### src/rtl/bpsk_modem_if.sv
// bpsk_modem_if: transmit handshake and receive decision bundle for bpsk_modem.
//   tx_data/tx_valid  : bit offered by upstream (master -> slave)
//   tx_ready          : 1-deep holding register empty (slave -> master)
//   rx_data/rx_valid  : decided bit and its 1-cycle qualifier (slave -> master)
//   rx_err            : mismatch count of the last receive window (slave -> master)
interface bpsk_modem_if #(
    parameter int unsigned CNT_W = 11
);
    logic             tx_data;
    logic             tx_valid;
    logic             tx_ready;
    logic             rx_data;
    logic             rx_valid;
    logic [CNT_W-1:0] rx_err;

    modport master (
        output tx_data, tx_valid,
        input  tx_ready, rx_data, rx_valid, rx_err
    );

    modport slave (
        input  tx_data, tx_valid,
        output tx_ready, rx_data, rx_valid, rx_err
    );
endinterface

### src/rtl/bpsk_modem.sv
// bpsk_modem: BPSK/DBPSK modem with square-wave carrier, symbol timer,
// 1-deep handshaked transmit holding register and a correlating
// hard-decision receiver.
//   clk, rst_n  : clock, asynchronous active-low reset
//   bus         : bpsk_modem_if.slave (tx_data/tx_valid/tx_ready,
//                 rx_data/rx_valid/rx_err)
//   carrier     : square-wave carrier, CARRIER_DIV clocks per half-period
//   modulated   : line output, carrier xor phase
//   bit_strobe  : pulse on the last cycle of each symbol window
//   rx_in       : received line signal (asynchronous)
// Optional feature: define BPSK_PRBS_EN to fill transmit underruns with a
// PRBS7 sequence (x^7+x^6+1, seed 7'h7F) instead of constant 0.
module bpsk_modem #(
    parameter int unsigned CARRIER_DIV = 120,
    parameter int unsigned BIT_PERIOD  = 1200,
    parameter int unsigned CNT_W       = 11,
    parameter int unsigned DIFF        = 0
) (
    input  logic             clk,
    input  logic             rst_n,
    bpsk_modem_if.slave      bus,
    output logic             carrier,
    output logic             modulated,
    output logic             bit_strobe,
    input  logic             rx_in
);
    localparam int unsigned C_W = (CARRIER_DIV > 2) ? $clog2(CARRIER_DIV) : 1;
    localparam logic [C_W-1:0]   C_LAST = C_W'(CARRIER_DIV - 1);
    localparam logic [CNT_W-1:0] B_LAST = CNT_W'(BIT_PERIOD - 1);
    localparam logic [CNT_W-1:0] B_PRE  = CNT_W'(BIT_PERIOD - 2);
    localparam logic [CNT_W-1:0] HALF   = CNT_W'(BIT_PERIOD / 2);

    logic [C_W-1:0]   c_cnt;
    logic [CNT_W-1:0] b_cnt;
    logic             hold_bit;
    logic             ready_q;
    logic             phase;
    logic             fill_bit;
    logic             sym;
    logic             xfer;

    logic             rx_m;
    logic             rx_s;
    logic [2:0]       car_d;
    logic [2:0]       first_d;
    logic [2:0]       last_d;
    logic [CNT_W-1:0] err_cnt;
    logic             mism;
    logic [CNT_W-1:0] total;
    logic             hard;
    logic             prev_hard;
    logic             rx_data_q;
    logic             rx_valid_q;
    logic [CNT_W-1:0] rx_err_q;

    assign bus.tx_ready = ready_q;
    assign bus.rx_data  = rx_data_q;
    assign bus.rx_valid = rx_valid_q;
    assign bus.rx_err   = rx_err_q;

    // Carrier divider: toggle on the last count of each half-period.
    always_ff @(posedge clk or negedge rst_n) begin
        if (!rst_n) begin
            c_cnt   <= '0;
            carrier <= 1'b0;
        end else if (c_cnt == C_LAST) begin
            c_cnt   <= '0;
            carrier <= ~carrier;
        end else begin
            c_cnt   <= c_cnt + C_W'(1);
        end
    end

    // Symbol timer; the strobe is registered one count early so it is high
    // exactly while b_cnt sits at its last value.
    always_ff @(posedge clk or negedge rst_n) begin
        if (!rst_n) begin
            b_cnt      <= '0;
            bit_strobe <= 1'b0;
        end else begin
            b_cnt      <= (b_cnt == B_LAST) ? '0 : b_cnt + CNT_W'(1);
            bit_strobe <= (b_cnt == B_PRE);
        end
    end

`ifdef BPSK_PRBS_EN
    logic [6:0] lfsr;

    assign fill_bit = lfsr[6];

    // PRBS7 advances only when its bit is consumed as an underrun fill.
    always_ff @(posedge clk or negedge rst_n) begin
        if (!rst_n) begin
            lfsr <= 7'h7F;
        end else if (bit_strobe && ready_q) begin
            lfsr <= {lfsr[5:0], lfsr[6] ^ lfsr[5]};
        end
    end
`else
    assign fill_bit = 1'b0;
`endif

    assign xfer = bus.tx_valid & ready_q;
    assign sym  = ready_q ? fill_bit : hold_bit;

    // Holding register: a transfer on a strobe cycle lands in hold, never in
    // the symbol being started, so the load uses the pre-transfer state.
    always_ff @(posedge clk or negedge rst_n) begin
        if (!rst_n) begin
            hold_bit <= 1'b0;
            ready_q  <= 1'b1;
        end else begin
            if (xfer) begin
                hold_bit <= bus.tx_data;
                ready_q  <= 1'b0;
            end else if (bit_strobe) begin
                ready_q  <= 1'b1;
            end
        end
    end

    // Phase update at symbol boundaries and registered modulator.
    always_ff @(posedge clk or negedge rst_n) begin
        if (!rst_n) begin
            phase     <= 1'b0;
            modulated <= 1'b0;
        end else begin
            if (bit_strobe) begin
                phase <= (DIFF != 0) ? (phase ^ sym) : sym;
            end
            modulated <= carrier ^ phase;
        end
    end

    // Receive front end: 2-flop synchroniser plus 3-cycle delayed reference
    // carrier and window markers, which line up exactly with a loopback.
    always_ff @(posedge clk or negedge rst_n) begin
        if (!rst_n) begin
            rx_m    <= 1'b0;
            rx_s    <= 1'b0;
            car_d   <= '0;
            first_d <= '0;
            last_d  <= '0;
        end else begin
            rx_m    <= rx_in;
            rx_s    <= rx_m;
            car_d   <= {car_d[1:0], carrier};
            first_d <= {first_d[1:0], (b_cnt == '0)};
            last_d  <= {last_d[1:0], bit_strobe};
        end
    end

    assign mism  = rx_s ^ car_d[2];
    assign total = err_cnt + CNT_W'(mism);
    assign hard  = (total > HALF);

    // Mismatch accumulation; the first sample of a window reloads the count.
    always_ff @(posedge clk or negedge rst_n) begin
        if (!rst_n) begin
            err_cnt <= '0;
        end else if (first_d[2]) begin
            err_cnt <= CNT_W'(mism);
        end else begin
            err_cnt <= total;
        end
    end

    // Hard decision at the end of each receive window.
    always_ff @(posedge clk or negedge rst_n) begin
        if (!rst_n) begin
            rx_valid_q <= 1'b0;
            rx_data_q  <= 1'b0;
            rx_err_q   <= '0;
            prev_hard  <= 1'b0;
        end else begin
            rx_valid_q <= last_d[2];
            if (last_d[2]) begin
                rx_err_q  <= total;
                rx_data_q <= (DIFF != 0) ? (hard ^ prev_hard) : hard;
                prev_hard <= hard;
            end
        end
    end
endmodule

### src/flat_wrapper.sv
// flat-port wrapper written by rule: the top's interface ports become plain ports
module bpsk_modem_flat 
#(
    parameter int unsigned CARRIER_DIV = 120,
    parameter int unsigned BIT_PERIOD  = 1200,
    parameter int unsigned CNT_W       = 11,
    parameter int unsigned DIFF        = 0
)
  (clk, rst_n, carrier, modulated, bit_strobe, rx_in, bus_tx_data, bus_tx_valid, bus_tx_ready, bus_rx_data, bus_rx_valid, bus_rx_err);
  bpsk_modem_if #(.CNT_W(CNT_W)) bus_i ();
  input  logic clk;
  input  logic rst_n;
  output logic carrier;
  output logic modulated;
  output logic bit_strobe;
  input  logic rx_in;
  input wire logic [$bits(bus_i.tx_data)-1:0] bus_tx_data;
  input wire logic [$bits(bus_i.tx_valid)-1:0] bus_tx_valid;
  output wire logic [$bits(bus_i.tx_ready)-1:0] bus_tx_ready;
  output wire logic [$bits(bus_i.rx_data)-1:0] bus_rx_data;
  output wire logic [$bits(bus_i.rx_valid)-1:0] bus_rx_valid;
  output wire logic [$bits(bus_i.rx_err)-1:0] bus_rx_err;
  assign bus_i.tx_data = bus_tx_data;
  assign bus_i.tx_valid = bus_tx_valid;
  assign bus_tx_ready = bus_i.tx_ready;
  assign bus_rx_data = bus_i.rx_data;
  assign bus_rx_valid = bus_i.rx_valid;
  assign bus_rx_err = bus_i.rx_err;
  bpsk_modem #(.CARRIER_DIV(CARRIER_DIV), .BIT_PERIOD(BIT_PERIOD), .CNT_W(CNT_W), .DIFF(DIFF)) u_core (.clk(clk), .rst_n(rst_n), .bus(bus_i), .carrier(carrier), .modulated(modulated), .bit_strobe(bit_strobe), .rx_in(rx_in));
endmodule
### config.mk
export PLATFORM = sky130hd
export DESIGN_NAME = bpsk_modem_flat
export DESIGN_NICKNAME = d
export VERILOG_FILES = /design/src/rtl/bpsk_modem_if.sv /design/src/rtl/bpsk_modem.sv /design/src/flat_wrapper.sv
export SDC_FILE = /design/constraint.sdc
export NUM_CORES = 1
export LEC_CHECK = 0
export ABC_AREA = 1
export BUFFER_PORTS_ARGS = -buffer_cell sky130_fd_sc_hd__buf_2
export CAP_MARGIN = 40
export CORE_ASPECT_RATIO = 1.25
export CORE_MARGIN = 10
export CORE_UTILIZATION = 63
export DETAILED_ROUTE_END_ITERATION = 10
export PLACE_DENSITY = 0.95
export SYNTH_ARGS = -nofsm -noshare
export SYNTH_HDL_FRONTEND = slang
export SYNTH_SLANG_ARGS = --single-unit
### constraint.sdc
create_clock -name clk -period 4.7 [get_ports clk]
set_input_delay 0 -clock clk [delete_from_list [all_inputs] [get_ports clk]]
set_output_delay 0 -clock clk [all_outputs]
set_load 0.05 [all_outputs]
==> metrics.csv, run 1 <==
metric,value,unit
distinct cell type count of the synthesized netlist,24,
number of design rule violations left after detail routing,0,
top cell type's share of synthesized area,58.1,%
number of DRC markers after the initial detailed-route iteration,111,
number of top-level pins,22,
Yosys reg bits,59,
combinational cell fraction of total power,11.6,%
vias in the first global route,1932,
Required @ worst endpoint,4.93,ns
worst vdd rail ir drop,306,uV
Clock H-tree levels,3,
fraction of the yosys area taken by sequential cells,59.1,%
number of nets in the synthesized netlist,284,
cell chosen for the clock root,clkbuf_8,
slowest cell delay on critical path,0.38,ns
die span in x,76.3,um
Post-layout nets,319,
total number of placement rows,25,
ranking of synthesized cells by area,"dfrtp_1 58%, nand2_1 11%, inv_1 5.6%",
area of combinational cells with multiple inputs,872,um2
Post-Route WL,5.01,mm
router iterations before antenna repair,4,
post-synthesis cell count,272,
shortest clock period the worst path allows after layout,1.90,ns
sw power,309,uW
buffer count from post-CTS setup fixing,0,
"leading cell type in the layout, fill and taps excluded",nand2_1,
launching point of the worst reg2reg path,u_core.car_d[2],
DP Wirelength,3.21,mm
post-route fraction of the period consumed by the critical path,40.4,%
prevailing post-synth register cell,dfrtp_1,
critical path cell sequence,"xor2_1, ha_1, ha_1, nand3_1, inv_1, nand2_1, nand2_1, nand2_1, nor2_1, nand2_1, nand2_1, nand2_1",
setup total negative slack,0,ns
average wire per cell in the routed design,13.8,um
type of the worst min-delay path,primary input to async pin,
Slew @ Worst Pin,0.695,ns
number of hold violations in the final report,0,
Register-to-Register Setup Slack,2.80,ns
core footprint,3820,um2
final number of setup-violating endpoints,0,
type of element launching the critical path,flip-flop,
upper clock frequency limit,0.526,GHz
# clock sinks,59,
most frequent cells in the layout,"70 x nand2_1, 58 x dfrtp_1, 37 x inv_1",
count of pins over their slew limit,0,
slowest library cell on the worst path,dfrtp_1,
Register Area,1480,um2
area growth from synthesis to layout,16.8,%
number of fill cells in the layout,273,
RD Place Congestion,0.899,
Cell Int Power,859,uW
clock insertion delay at the later pin of the skew report,0.34,ns
number of enable-type register cells in the synthesized netlist,0,
mean area per synthesized cell,9.19,um2
initial antenna violation count,0,
library cell with the largest summed area after synthesis,dfrtp_1,
"Remaining Overflow, GRT",0,
clock slew at reported path FFs,0.06,ns
depth of the most critical reg-to-reg path,12,
vertical die dimension,90.4,um
synth warn,0,
number of antenna-violating nets in the routed design,0,
highest net fanout along the worst path,7,
first-pass GRT wire length,8.77,mm
nature of the critical path endpoint,flip-flop,
Switching Share,26.4,%
utilization of the core after routing,76.5,%
Max-cap violations,0,
overall routing resource usage,15.9,%
IO buf count,21,
sequential share of power,48.6,%
setup repair after global routing missed its margin,false,
Via-to-Cell Ratio,5.11,
leakage component of the power,1.58,nW
Setup Crit Path Kind,flip-flop to flip-flop,
"FFs w/ async S/R, synth",100,%
Worst path most repeated cell,nand2_1,
first element of the critical path,u_core.car_d[2],
CTS tree,yes,
fraction of layout instances using a drive strength above 1,14.5,%
"Arr. time, crit path",2.13,ns
Total Power Consumption,1.17,mW
Clock power frac,39.8,%
endpoint of the lowest-slack register-to-register path,u_core.bus.rx_data,
largest net degree at the start of global routing,60,
Worst Skew,0.00624,ns
worst slew slack as a fraction of its limit,53.7,%
Clock Path Buffers,2,
Antenna Diode Count,0,
total number of vias,1859,
starting density of the core,65.5,%
TritonCTS Buffers,9,
power density over the cells,400,nW/um2
Synth Cell Area,2500,um2
status,completed,
area of the die,6900,um2
-- worst max path at each step --
| stage | to | slack [ns] |
|---|---|---|
| global route | u_core.bus.rx_data | 2.57 |
| finish | u_core.bus.rx_data | 2.80 |
| global placement | u_core.bus.rx_data | 3.00 |
| detailed placement | u_core.bus.rx_data | 2.88 |
| CTS | u_core.bus.rx_data | 2.82 |
| floorplan | u_core.bus.rx_data | 3.06 |
-- power groups by stage --
stage	Sequential [mW]	Combinational, mW	Clock [mW]
final	0.567	0.136	0.465
after global routing	0.573	0.156	0.505
after CTS	0.567	0.135	0.475
after detailed placement	0.576	0.132	0
after global placement	0.573	0.127	0
after floorplan	0.566	0.0984	0
-- flip-flops by register name, summed over array words and instances, names as in the netlist, 3 cells and up --
signal / flops
u_core.first_d: 3
u_core.bus.rx_err: 11
u_core.err_cnt: 11
u_core.car_d: 3
u_core.last_d: 3
u_core.b_cnt: 11
u_core.c_cnt: 7
-- layer usage --
metal  share of wire (%)  track usage (%)
met1                  39             16.0
met2                  53             27.8
met3                 6.4             6.27
met4                 1.5             7.45
met5                   0                0
-- what timing repair did --
action / in CTS / in global routing
hold buffers: 5 / 0
resized for setup: 0 / 0
endpoints found under the hold margin: 61 / 0
-- cell families (layout without fill, tap and decap cells) --
group / count (synthesis) / in the layout / synth area share (%)
mux: 1 / 1 / 0.450
compound gates: 17 / 17 / 3.55
buf+inv: 40 / 78 / 6.01
simple gates: 138 / 138 / 23.9
fa+ha+maj: 7 / 7 / 3.50
flops: 59 / 59 / 59.1
xor+xnor: 10 / 10 / 3.50
-- synth_stat cells (3+ instances only) --
master    count
nor2_1       33
nand4_1       6
xnor2_1       3
inv_1        37
nand2_1      70
nor2_2        3
dfrtp_1      58
xor2_1        7
o21ai_0      10
ha_1          7
a21oi_1       4
clkbuf_1      3
nor3_1        5
nand3_1      14
-- critical path, delay by kind of cell (launching register included) --
kind	cells	cell delay (ns)
xor gates and xnor gates	1	0.24
adders and majority gates	2	0.47
buffers and inverters	1	0.09
DFF	1	0.38
and+or+nand+nor	8	0.62
-- cell type report --
type / count / area share (%)
clock buffer: 12 / 5.66
clock inverter: 2 / 1.20
inverter: 37 / 4.76
multi-input combinational: 173 / 29.9
sequential: 59 / 50.6
tap: 54 / 2.31
timing repair buffer: 27 / 5.57
-- through the flow --
stage	cell area [um2]	std cells	hold WS [ns]	setup WS, ns
after CTS	2920	364	0.287	2.82
after floorplan	2500	272	-0.296	3.06
after global routing	2920	364	0.310	2.57
final	2920	364	0.306	2.80
after detailed placement	2670	345	0.110	2.88
after global placement	2670	345	0.109	3.00
Power figures use the tool's default switching activity.
==> inputs of run 2 (changes only) <==
--- a/config.mk
+++ b/config.mk
@@ -5,14 +5,14 @@
 export SDC_FILE = /design/constraint.sdc
 export NUM_CORES = 1
 export LEC_CHECK = 0
-export ABC_AREA = 1
+export ABC_AREA = 0
 export BUFFER_PORTS_ARGS = -buffer_cell sky130_fd_sc_hd__buf_2
 export CAP_MARGIN = 40
 export CORE_ASPECT_RATIO = 1.25
 export CORE_MARGIN = 10
-export CORE_UTILIZATION = 63
+export CORE_UTILIZATION = 58
 export DETAILED_ROUTE_END_ITERATION = 10
-export PLACE_DENSITY = 0.95
+export PLACE_DENSITY = 0.9
 export SYNTH_ARGS = -nofsm -noshare
 export SYNTH_HDL_FRONTEND = slang
 export SYNTH_SLANG_ARGS = --single-unit
==> constraint.sdc (replaced) <==
create_clock -name clk -period 1.9 [get_ports clk]
set_input_delay 0 -clock clk [delete_from_list [all_inputs] [get_ports clk]]
set_output_delay 0 -clock clk [all_outputs]
set_load 0.05 [all_outputs]
==> metrics.csv, run 2 <==
metric,value,unit,change
post-synthesis cell count,203,,-25%
shortest clock period the worst path allows after layout,1.95,ns,+0.0469 ns
cell with the most instances after synthesis,dfrtp_1,,
worst path setup slack after routing,-0.0478,ns,-2.85 ns
Clock H-tree levels,3,,unchanged
failing checks,setup timing,,
setup repair after global routing missed its margin,true,,
worst vdd rail ir drop,604,uV,+98%
CTS tree,yes,,
router iterations before antenna repair,4,,unchanged
Slew @ Worst Pin,0.695,ns,+0.0000241 ns
type of element launching the critical path,flip-flop,,
power density over the cells,969,nW/um2,+140%
mean area per synthesized cell,11.8,um2,+28%
number of DRC markers after the initial detailed-route iteration,71,,-36%
prevailing post-synth register cell,dfrtp_1,,
highest net fanout along the worst path,7,,unchanged
Post-layout nets,255,,-20%
total number of vias,1592,,-14%
RD Place Congestion,0.868,,-3.5%
Setup Crit Path Kind,flip-flop to flip-flop,,
first-pass GRT wire length,7.47,mm,-15%
nature of the critical path endpoint,flip-flop,,
die span in x,77.5,um,+1.5%
number of fill cells in the layout,313,,+15%
post-route fraction of the period consumed by the critical path,103,%,+62 points
DP Wirelength,2.81,mm,-12%
Clock Path Buffers,2,,unchanged
Worst Skew,0.00784,ns,+0.00159 ns
type of the worst min-delay path,primary input to async pin,,
synth warn,0,,unchanged
ranking of synthesized cells by area,"dfrtp_1 61%, xor2_1 6.2%, nor2_1 5.2%",,
"FFs w/ async S/R, synth",100,%,unchanged
largest net degree at the start of global routing,60,,unchanged
Max-cap violations,0,,unchanged
Required @ worst endpoint,2.11,ns,-2.82 ns
IO buf count,21,,unchanged
starting density of the core,59.4,%,-6.1 points
"Arr. time, crit path",2.16,ns,+0.03 ns
number of antenna-violating nets in the routed design,0,,unchanged
clock slew at reported path FFs,0.06,ns,about the same
number of nets in the synthesized netlist,215,,-24%
count of pins over their slew limit,0,,unchanged
worst slew slack as a fraction of its limit,53.7,%,about the same
vertical die dimension,91.9,um,+1.6%
"Remaining Overflow, GRT",0,,unchanged
upper clock frequency limit,0.513,GHz,-2.4%
library cell with the largest summed area after synthesis,dfrtp_1,,
top cell type's share of synthesized area,60.5,%,+2.5 points
area of the die,7120,um2,+3.2%
Register-to-Register Setup Slack,-0.05,ns,-2.85 ns
launching point of the worst reg2reg path,u_core.car_d[2],,
number of top-level pins,22,,unchanged
number of design rule violations left after detail routing,0,,unchanged
initial antenna violation count,0,,unchanged
TritonCTS Buffers,9,,unchanged
average wire per cell in the routed design,15.0,um,+8.8%
"top cells by count, synth","58 x dfrtp_1, 33 x nor2_1, 17 x xor2_1",,
leakage component of the power,1.39,nW,-12%
number of enable-type register cells in the synthesized netlist,0,,unchanged
most frequent cells in the layout,"58 x dfrtp_1, 33 x nor2_1, 21 x buf_2",,
Post-Route WL,4.55,mm,-9.1%
cell area after layout,2850,um2,-2.5%
clock insertion delay at the later pin of the skew report,0.33,ns,about the same
final number of setup-violating endpoints,1,,+1
distinct cell type count of the synthesized netlist,36,,+50%
"leading cell type in the layout, fill and taps excluded",dfrtp_1,,
depth of the most critical reg-to-reg path,8,,-4
overall routing resource usage,13.4,%,-2.5 points
status,"complete, but fails checks",,
placed instance area,2610,um2,-2.1%
Via-to-Cell Ratio,5.24,,+2.5%
# clock sinks,59,,unchanged
Hold Worst Slack,0.328,ns,+0.0224 ns
core footprint,4030,um2,+5.7%
area growth from synthesis to layout,18.7,%,
cell chosen for the clock root,clkbuf_8,,
Antenna Diode Count,0,,unchanged
Synth Cell Area,2400,um2,-4.1%
total number of placement rows,26,,+4.0%
vias in the first global route,1633,,-15%
fraction of the yosys area taken by sequential cells,61.6,%,+2.5 points
fraction of layout instances using a drive strength above 1,22.6,%,+8.1 points
Yosys reg bits,59,,unchanged
number of hold violations in the final report,0,,unchanged
endpoint of the lowest-slack register-to-register path,u_core.bus.rx_data,,
==> run 2: changes by cell type in the layout (fill, tap and decap cells not counted), sizes merged, moves of 3 or more <==
cell	delta
nand4	+3
o21ai	-8
xor2	+10
buf	+6
mux2	+3
inv	-33
nor2	-3
nand2	-62
nor3	-3
a21oi	+6
nand2b	+3
nand3	-4
xnor2	+4
==> run 2: kinds of logic (layout without fill, tap and decap cells) <==
kind of cell    after synthesis  in the layout  share of synthesized area [%]
simple gates                 84             84                           18.2
compound gates               17             17                           4.38
mux                           5              5                           2.30
flops                        59             59                           61.6
xor+xnor                     24             24                           8.77
fa+ha+maj                     7              7                           3.65
buf+inv                       7             52                           1.10
==> run 2: worst max path at each step <==
stage	cells after the start	slack, ns	from	end
2_1_floorplan	8	0.02	u_core.car_d[2]	u_core.bus.rx_data
3_3_place_gp	8	-0.006	u_core.car_d[2]	u_core.bus.rx_data
3_5_place_dp	8	-0.07	u_core.car_d[2]	u_core.bus.rx_data
4_1_cts	8	0.004	u_core.car_d[2]	u_core.bus.rx_data
5_1_grt	8	-0.14	u_core.car_d[2]	u_core.bus.rx_data
6_report	8	-0.05	u_core.car_d[2]	u_core.bus.rx_data
==> run 2: area by class of cell <==
class                           count  area, um2  area share [%]
Inverter                            4       15.0           0.528
Tap cell                           56       70.1            2.46
Multi-Input combinational cell    137        931            32.7
Clock buffer                       13        139            4.88
Timing Repair Buffer               32        198            6.95
Sequential cell                    59       1480            51.9
Clock inverter                      3       15.0           0.528
==> run 2: power by group <==
part	total (mW)	switching (mW)	internal, mW
logic	0.414	0.205	0.209
clock network	0.913	0.445	0.467
registers	1.43	0.102	1.33
total	2.76	0.753	2.00
==> run 2: layer usage <==
layer  up-vias  share of wire (%)  GRT usage, %  wire, um
met5         -                  0             0         0
met4         0                3.7          9.76       168
met3        19                4.9          4.59       221
met2        36                 52          22.6      2360
met1       766                 40          13.4      1800
li1        771                  -             -         -
==> run 2: critical path: stages, from the launching register on <==
cell,delay [ns]
dfrtp_1,0.37
xor2_1,0.18
ha_2,0.21
ha_4,0.19
xnor2_1,0.24
nor3b_2,0.24
o311ai_1,0.11
a21oi_1,0.19
o221ai_2,0.11
==> run 2: metrics by stage <==
stage	setup WS [ns]	total power, mW	std cells	TNS [ns]	utilization (%)
after floorplan	0.0205	1.61	203	0	-
after global placement	-0.00581	1.76	284	-0.00581	64.8
after detailed placement	-0.0699	1.78	284	-0.0699	64.8
after CTS	0.00424	2.74	304	0	70.4
after global routing	-0.144	2.89	304	-0.144	70.5
final	-0.0478	2.76	304	-0.0478	70.5
==> run 2: timing repair <==
action                                  4_1_cts  5_1_grt
hold buffers                                  4        0
hold endpoints to repair                     61        0
endpoints found under the setup margin        1        1
resized for setup                             6        1
pin swaps                                     1        1
setup buffers                                 0        0
==> inputs of run 3 (changes only) <==
--- a/config.mk
+++ b/config.mk
@@ -12,7 +12,9 @@
 export CORE_MARGIN = 10
 export CORE_UTILIZATION = 58
 export DETAILED_ROUTE_END_ITERATION = 10
+export GPL_TIMING_DRIVEN = 0
 export PLACE_DENSITY = 0.9
+export SETUP_SLACK_MARGIN = 0.2
 export SYNTH_ARGS = -nofsm -noshare
 export SYNTH_HDL_FRONTEND = slang
 export SYNTH_SLANG_ARGS = --single-unit
==> metrics.csv, run 3 (same netlist as run 2, synthesis figures left out) <==
metric,value,unit,change
vias in the first global route,1655,,+1.3%
first element of the critical path,u_core.car_d[2],,
clock slew at reported path FFs,0.07,ns,about the same
"Arr. time, crit path",2.29,ns,+0.13 ns
upper clock frequency limit,0.478,GHz,-6.8%
Slew @ Worst Pin,0.563,ns,-0.132 ns
end point of the critical path,u_core.bus.rx_data,,
DP Wirelength,3.10,mm,+10%
endpoint of the lowest-slack register-to-register path,u_core.bus.rx_data,,
die span in x,77.5,um,unchanged
most frequent cells in the layout,"58 x dfrtp_1, 31 x nor2_1, 21 x buf_2",,
overall routing resource usage,13.4,%,+0.045 points
Cell Int Power,2.17,mW,+8.4%
number of design rule violations left after detail routing,0,,unchanged
shortest clock period the worst path allows after layout,2.09,ns,+0.143 ns
launching point of the worst reg2reg path,u_core.car_d[2],,
Required @ worst endpoint,2.10,ns,about the same
depth of the most critical reg-to-reg path,8,,unchanged
average wire per cell in the routed design,16.7,um,+11%
"leading cell type in the layout, fill and taps excluded",dfrtp_1,,
Clock power frac,38.3,%,+5.2 points
combinational cell fraction of total power,14.4,%,-0.6 points
area growth from synthesis to layout,26.3,%,
type of element launching the critical path,flip-flop,,
first-pass GRT wire length,7.58,mm,+1.5%
number of antenna-violating nets in the routed design,0,,unchanged
cell chosen for the clock root,clkbuf_8,,
router iterations before antenna repair,4,,unchanged
sw power,916,uW,+22%
post-route fraction of the period consumed by the critical path,110,%,+7.5 points
highest net fanout along the worst path,4,,-3
Switching Share,29.7,%,+2.4 points
starting density of the core,59.4,%,unchanged
Worst Skew,0.00562,ns,-0.00222 ns
critical path cell sequence,"xor2_2, ha_2, ha_4, xnor2_2, nor3b_2, o311ai_2, a21oi_1, o221ai_2",,
leakage component of the power,1.44,nW,+3.5%
number of DRC markers after the initial detailed-route iteration,101,,+42%
Post-Route WL,5.06,mm,+11%
IO buf count,21,,unchanged
worst path setup slack after routing,-0.191,ns,-0.143 ns
Max-cap violations,0,,unchanged
slowest cell delay on critical path,0.40,ns,+0.03 ns
number of hold violations in the final report,0,,unchanged
initial antenna violation count,0,,unchanged
type of the worst min-delay path,primary input to async pin,,
TritonCTS Buffers,9,,unchanged
worst slew slack as a fraction of its limit,62.5,%,+8.8 points
power density over the cells,1020,nW/um2,+5.3%
"Remaining Overflow, GRT",0,,unchanged
number of top-level pins,22,,unchanged
Clock H-tree levels,3,,unchanged
clock insertion delay at the later pin of the skew report,0.34,ns,about the same
core footprint,4030,um2,unchanged
status,"complete, but fails checks",,
sequential share of power,47.3,%,-4.6 points
RD Place Congestion,0.884,,+1.9%
CTS tree,yes,,
total number of vias,1635,,+2.7%
total number of placement rows,26,,unchanged
Clock Path Buffers,2,,unchanged
utilization of the core after routing,75.0,%,+4.5 points
slowest library cell on the worst path,dfrtp_1,,
vertical die dimension,91.9,um,unchanged
Post-layout nets,255,,unchanged
Worst Setup Slack post-DPL,-0.179,ns,-0.109 ns
dpl cells,281,,-1.1%
failing checks,setup timing,,
Antenna Diode Count,0,,unchanged
largest net degree at the start of global routing,41,,-32%
fraction of layout instances using a drive strength above 1,30.2,%,+7.7 points
area of the die,7120,um2,unchanged
nature of the critical path endpoint,flip-flop,,
final number of setup-violating endpoints,1,,unchanged
Non-Filler Instances,304,,unchanged
count of pins over their slew limit,0,,unchanged
setup repair after global routing missed its margin,true,,
worst vdd rail ir drop,878,uV,+45%
Register-to-Register Setup Slack,-0.19,ns,-0.14 ns
Via-to-Cell Ratio,5.38,,+2.7%
# clock sinks,59,,unchanged
Setup Crit Path Kind,flip-flop to flip-flop,,
==> run 3: final cells by class <==
type,count,area (um2)
buffer,3,11.3
clock buffer,9,124
clock inverter,7,83.8
fill,247,1010
inverter,4,15.0
multi-input combinational,137,1060
sequential,59,1480
tap,56,70.1
timing repair buffer,29,188
==> run 3: how the worst min path moves through the flow <==
stage / from / endpoint / slack (ns)
finish: rst_n / u_core.err_cnt[6] / 0.13
floorplan: rst_n / u_core.b_cnt[0] / -0.30
CTS: rst_n / u_core.bus.rx_err[4] / 0.13
detailed placement: rst_n / u_core.bus.rx_err[10] / -0.03
global route: rst_n / u_core.bus.rx_err[3] / 0.17
global placement: rx_in / u_core.rx_m / 0.11
==> run 3: metal layers <==
metal | global-route usage [%] | share of wire (%)
met4 | 7.32 | 2.9
met3 | 5.66 | 5.3
met5 | 0 | 0
met1 | 13.9 | 38
met2 | 22.6 | 54
==> run 3: power groups by stage <==
stage	sequential (mW)	clock (mW)	combinational [mW]
6_report	1.46	1.18	0.445
5_1_grt	1.47	1.27	0.474
4_1_cts	1.43	1.21	0.368
3_5_place_dp	1.45	0	0.304
3_3_place_gp	1.43	0	0.283
2_1_floorplan	1.42	0	0.211
==> run 3: repair_timing <==
| action | CTS | global route |
|---|---|---|
| hold buffers | 4 | 0 |
| resized for setup | 5 | 21 |
| endpoints found under the hold margin | 61 | 0 |
| pin swaps | 6 | 4 |
| buffers inserted | 1 | 2 |
| setup endpoints to repair | 8 | 20 |
==> run 3: worst max-delay path: cells and delay by family, from the launching register on <==
| kind | cells | cell delay, ns |
|---|---|---|
| fa+ha+maj | 2 | 0.39 |
| simple gates | 1 | 0.23 |
| xor+xnor | 2 | 0.41 |
| flops | 1 | 0.40 |
| compound gates | 3 | 0.53 |
==> run 3: stage by stage <==
stage	setup TNS (ns)	total power [mW]	cell area (um2)	hold slack [ns]
floorplan	0	1.63	2410	-0.296
global placement	-0.121	1.72	2590	0.109
detailed placement	-0.179	1.75	2610	-0.0258
CTS	-0.0584	3.01	2900	0.128
global route	-0.235	3.21	3030	0.168
finish	-0.191	3.09	3030	0.133
